`config.mk`:
```
export PLATFORM = sky130hd
export DESIGN_NAME = ws2812_rx
export DESIGN_NICKNAME = d
export VERILOG_FILES = /design/src/rtl/ws2812_rx.sv
export SDC_FILE = /design/constraint.sdc
export NUM_CORES = 1
export LEC_CHECK = 0
export BUFFER_PORTS_ARGS = -buffer_cell sky130_fd_sc_hd__buf_2
export CAP_MARGIN = 20
export CORE_ASPECT_RATIO = 0.75
export CORE_MARGIN = 2
export CORE_UTILIZATION = 35
export CTS_BUF_LIST = sky130_fd_sc_hd__clkbuf_16
export DETAILED_ROUTE_END_ITERATION = 8
export HOLD_SLACK_MARGIN = 0.15
export PLACE_DENSITY_LB_ADDON = 0.08
export SYNTH_ARGS = -nofsm -noshare
export SYNTH_HDL_FRONTEND = slang
export SYNTH_SLANG_ARGS = --single-unit
```
`constraint.sdc`:
```
create_clock -name clk -period 2.75 [get_ports clk]
set_clock_uncertainty 0.15 [all_clocks]
set_input_delay 0.4125 -clock clk [delete_from_list [all_inputs] [get_ports clk]]
set_output_delay 0.4125 -clock clk [all_outputs]
set_load 0.005 [all_outputs]
```
`src/rtl/ws2812_rx.sv`:
```
// rtl/ws2812_rx.sv - WS2812 serial receiver: pulse-width bit decode, 24-bit GRB words, latch-gap frame detection.
// Optional WS2812_RX_GLITCH_FILTER_EN: din must be stable for 3 samples before the decoder sees an edge.
module ws2812_rx #(
  parameter int T1_MIN       = 13,
  parameter int HIGH_MIN     = 3,
  parameter int HIGH_MAX     = 30,
  parameter int RESET_CYCLES = 1250
) (
  input  logic        clk,
  input  logic        resetn,
  input  logic        din,
  output logic [23:0] data,
  output logic        data_valid,
  input  logic        data_ready,
  output logic        latch,
  output logic [15:0] frame_pixels,
  output logic        err,
  output logic        overrun,
  input  logic        overrun_clr
);

  localparam int CW = $clog2(RESET_CYCLES + 1);

  localparam logic [1:0] S_SYNC = 2'd0;
  localparam logic [1:0] S_IDLE = 2'd1;
  localparam logic [1:0] S_HIGH = 2'd2;
  localparam logic [1:0] S_LOW  = 2'd3;

  logic          din_m, din_s;
  logic          line, line_p;
  logic [1:0]    state;
  logic [CW-1:0] cnt;
  logic [4:0]    bitcnt;
  logic [23:0]   shreg;
  logic [15:0]   word_cnt;

  always_ff @(posedge clk or negedge resetn) begin
    if (!resetn) begin
      din_m <= 1'b0;
      din_s <= 1'b0;
    end else begin
      din_m <= din;
      din_s <= din_m;
    end
  end

`ifdef WS2812_RX_GLITCH_FILTER_EN
  // line follows din_s only once the current and two previous samples agree
  logic [1:0] hist;
  logic       line_q;

  assign line = (din_s == hist[0] && din_s == hist[1]) ? din_s : line_q;

  always_ff @(posedge clk or negedge resetn) begin
    if (!resetn) begin
      hist   <= 2'b00;
      line_q <= 1'b0;
    end else begin
      hist   <= {hist[0], din_s};
      line_q <= line;
    end
  end
`else
  assign line = din_s;
`endif

  logic        rise, fall, bit_val;
  logic [23:0] new_word;

  assign rise     = line & ~line_p;
  assign fall     = ~line & line_p;
  assign bit_val  = (cnt >= CW'(T1_MIN));
  assign new_word = {shreg[22:0], bit_val};

  always_ff @(posedge clk or negedge resetn) begin
    if (!resetn) begin
      line_p       <= 1'b0;
      state        <= S_SYNC;
      cnt          <= '0;
      bitcnt       <= 5'd0;
      shreg        <= 24'd0;
      word_cnt     <= 16'd0;
      data         <= 24'd0;
      data_valid   <= 1'b0;
      latch        <= 1'b0;
      frame_pixels <= 16'd0;
      err          <= 1'b0;
      overrun      <= 1'b0;
    end else begin
      line_p <= line;
      latch  <= 1'b0;
      err    <= 1'b0;
      if (data_valid && data_ready) data_valid <= 1'b0;
      if (overrun_clr) overrun <= 1'b0;

      case (state)
        S_SYNC: begin
          if (line) begin
            cnt <= '0;
          end else if (cnt == CW'(RESET_CYCLES - 1)) begin
            cnt   <= '0;
            state <= S_IDLE;
          end else begin
            cnt <= cnt + 1'b1;
          end
        end

        S_IDLE: begin
          if (rise) begin
            cnt   <= CW'(1);
            state <= S_HIGH;
          end
        end

        S_HIGH: begin
          if (cnt > CW'(HIGH_MAX) || (fall && cnt < CW'(HIGH_MIN))) begin
            err      <= 1'b1;
            bitcnt   <= 5'd0;
            shreg    <= 24'd0;
            word_cnt <= 16'd0;
            cnt      <= '0;
            state    <= S_SYNC;
          end else if (fall) begin
            shreg <= new_word;
            cnt   <= CW'(1);
            state <= S_LOW;
            if (bitcnt == 5'd23) begin
              bitcnt <= 5'd0;
              if (word_cnt != 16'hFFFF) word_cnt <= word_cnt + 16'd1;
              if (!data_valid || data_ready) begin
                data       <= new_word;
                data_valid <= 1'b1;
              end else begin
                overrun <= 1'b1;
              end
            end else begin
              bitcnt <= bitcnt + 5'd1;
            end
          end else if (cnt != {CW{1'b1}}) begin
            cnt <= cnt + 1'b1;
          end
        end

        default: begin
          if (rise) begin
            cnt   <= CW'(1);
            state <= S_HIGH;
          end else if (cnt == CW'(RESET_CYCLES)) begin
            latch        <= 1'b1;
            frame_pixels <= word_cnt;
            if (bitcnt != 5'd0) err <= 1'b1;
            bitcnt   <= 5'd0;
            shreg    <= 24'd0;
            word_cnt <= 16'd0;
            cnt      <= '0;
            state    <= S_IDLE;
          end else begin
            cnt <= cnt + 1'b1;
          end
        end
      endcase
    end
  end

endmodule

```
==> key figures <==
Cells and area
  • Syn-to-layout area delta: 18.6%
  • Share of cells above drive strength 1: 18.8%
  • Diode count: 0
  • Layout Nets: 496
  • Most frequent cells in the layout: dfrtp_1, nand2_1, buf_2
  • Most common cell after layout, fill and taps aside: dfrtp_1

Clock tree
  • CTS clk-pin slew, worst paths: 0.08 ns
  • Clk Latency, worst-skew pair: 0.35 ns
  • CTS tree: yes
  • H-Tree Depth: 3
  • Number of CTS-inserted buffers: 9
  • Total clock sinks: 104
  • CTS root buffer: clkbuf_16
  • Clock Tree Buf Depth: 2
  • Post-CTS setup buffer count: 0

Detailed routing
  • Initial drt markers: 213
  • Vias post-DR: 3338
  • Post-DRT Antenna Nets: 0
  • First drt pass iteration count: 4
  • WL/cell: 15.3 um
  • Number of remaining DRC errors: 0
  • WL final: 10.1 mm
  • DR vias/cell: 5.05

STA
  • Fin. max-slew vios: 0
  • Hold Vio Cnt, Final: 0
  • Worst hold slack: 0.207 ns
  • Crit path time final: 2.57 ns
  • Worst-Margin Slew: 0.568 ns
  • F_max: 0.390 GHz
  • Period utilization: 93.3%
  • Slew margin rel.: 62.1%
  • Setup violators final: 0
  • Setup TNS: 0 ns
  • RSZ-0062 raised after global routing: false

Synthesis
  • Mapped Area: 0.00460 sq mm
  • Syn_nets: 433
  • Predominant post-synthesis flop cell: dfrtp_1
  • Syn Area/Cell: 10.9 sq um
  • Ys async rst share: 100%
  • Yosys warns: 0
  • Yosys reg bits: 104
  • Sequential area share after synthesis: 56.6%
  • Library cells used by synthesis: 54
  • Synth Instances: 422
  • EDFF count, synth: 0

Worst setup path
  • R2R cell count: 6
  • Worst path slowest cell: or4_1
  • Worst EP required: 2.87 ns
  • CP arrival: 2.69 ns
  • Crit path depth: 6
  • Crit path capture type: register
  • Crit Path Max Fanout: 20
  • Worst Path Buf+Inv: 0
  • Crit path kind: register to register
  • Crit-path cells: and4bb_1, nand4_1, or3_4, o2bb2ai_4, or4_1, a21oi_1
  • Delay-heaviest family, CP: simple AND/OR/NAND/NOR gates
  • FF-to-FF End: word_cnt[11]
  • Crit path largest cell delay: 0.55 ns
  • Worst flop-to-flop path startpoint: cnt[7]
  • Startpoint Class: register
  • FF-to-FF setup slack: 0.18 ns

GRT
  • Global route overflow: 0
  • Largest net degree at the start of global routing: 43
  • Global-route wire length before repair: 16.7 mm
  • Vias in the first global route: 3212
  • Initial antenna violation count: 0
  • Tot GR Track Use: 15.3%

Floorplanning
  • Standard-cell rows: 36
  • Die X: 136 um
  • Die Ht: 103 um
  • Initial Util: 35.6%
  • Die area: 0.0141 sq mm
  • CORE AREA: 0.0129 sq mm
  • I/O pins: 49

Flow run
  • Max Cap Viol: 0

Power
  • Leakage power: 2.68 nW
  • VDD IR max: 307 uV
  • PwrDens: 518 mW/mm^2

Place
  • Buffers on Ports: 48
  • RePlAce Congestion: 0.859
  • HPWL reported at the end of detailed placement: 7.09 mm

Min path
  • Hold-critical path endpoint: din_s
  • Hold depth: 0
  • Hold crit path type: register to register
  • Min-delay src: din_m

Outcome
  • Run status: finished, final reports clean
-- power by group --
part / total (mW) / switching (mW) / internal, mW
clock: 1.21 / 0.591 / 0.623
sequential: 1.54 / 0.00664 / 1.53
combinational: 0.0719 / 0.0522 / 0.0197
-- layer usage --
| layer | wire length, um | global-route usage [%] | vias up |
|---|---|---|---|
| met5 | 0 | 0 | - |
| met4 | 63 | 4.01 | 0 |
| met3 | 314 | 3.70 | 5 |
| met2 | 4310 | 22.0 | 54 |
| met1 | 5400 | 23.1 | 1641 |
| li1 | - | - | 1638 |
-- cell usage after synthesis, drive strengths merged, types with 2 or more instances --
master	instances	area share (%)
a22o	22	4.2
mux2	24	5.9
nor2	21	1.7
dfrtp	104	57
xor2	6	1.1
nand2b	3	0.41
and3	5	0.68
nor3	4	0.54
clkbuf	7	0.57
or4	6	0.98
nand2	70	5.7
buf	10	1.3
or3	10	1.5
a21boi	2	0.33
a31oi	4	0.54
xnor2	2	0.38
o311ai	2	0.38
and4	2	0.38
and2	6	0.82
o21ai	20	2.3
o31ai	9	1.5
ha	6	1.6
a21oi	23	2.7
inv	9	0.73
nand4	7	0.95
nand3	21	2.4
-- cell families (layout without fill, tap and decap cells) --
| family | Yosys count | count (layout) | synth area share [%] |
|---|---|---|---|
| simple gates | 163 | 163 | 17.9 |
| flops | 104 | 104 | 56.6 |
| compound gates | 91 | 91 | 13.9 |
| buf+inv | 26 | 94 | 2.64 |
| mux | 24 | 24 | 5.87 |
| xor+xnor | 8 | 8 | 1.52 |
| fa+ha+maj | 6 | 6 | 1.63 |
-- stage by stage --
stage	cells	power [mW]	utilization, %	instance area, sq um	setup WS (ns)
after CTS	661	2.87	42.1	5440	0.153
final	661	2.83	42.2	5460	0.185
after detailed placement	642	1.64	39.7	5130	0.172
after global routing	661	2.96	42.2	5460	0.0263
after global placement	642	1.64	39.7	5130	0.230
after floorplan	422	1.59	-	4600	0.442
-- worst max-delay path by stage --
stage | startpoint | to | slack [ns]
5_1_grt | cnt[4] | word_cnt[15] | 0.03
3_3_place_gp | cnt[1] | word_cnt[11] | 0.23
6_report | cnt[7] | word_cnt[11] | 0.18
3_5_place_dp | cnt[7] | word_cnt[15] | 0.17
4_1_cts | cnt[7] | word_cnt[15] | 0.15
2_1_floorplan | cnt[5] | data[10] | 0.44
-- repair_timing --
item	4_1_cts	5_1_grt
hold endpoints to repair	41	0
setup endpoints to repair	0	5
gates resized for setup	0	1
hold buffers	3	0
-- area by class of cell --
class / instances / area, sq um
tap: 171 / 214
timing repair buffer: 69 / 433
fill: 1272 / 7470
multi-input combinational: 292 / 1890
sequential: 104 / 2600
clock buffer: 9 / 225
inverter: 9 / 33.8
clock inverter: 7 / 52.6
-- registers in the layout, summed over array words and instances (netlist names), 2 cells and up --
signal,count
cnt,11
frame_pixels,16
state,2
bitcnt,5
data,24
word_cnt,16
shreg,23
No activity file was read; power rests on OpenSTA's default activity.
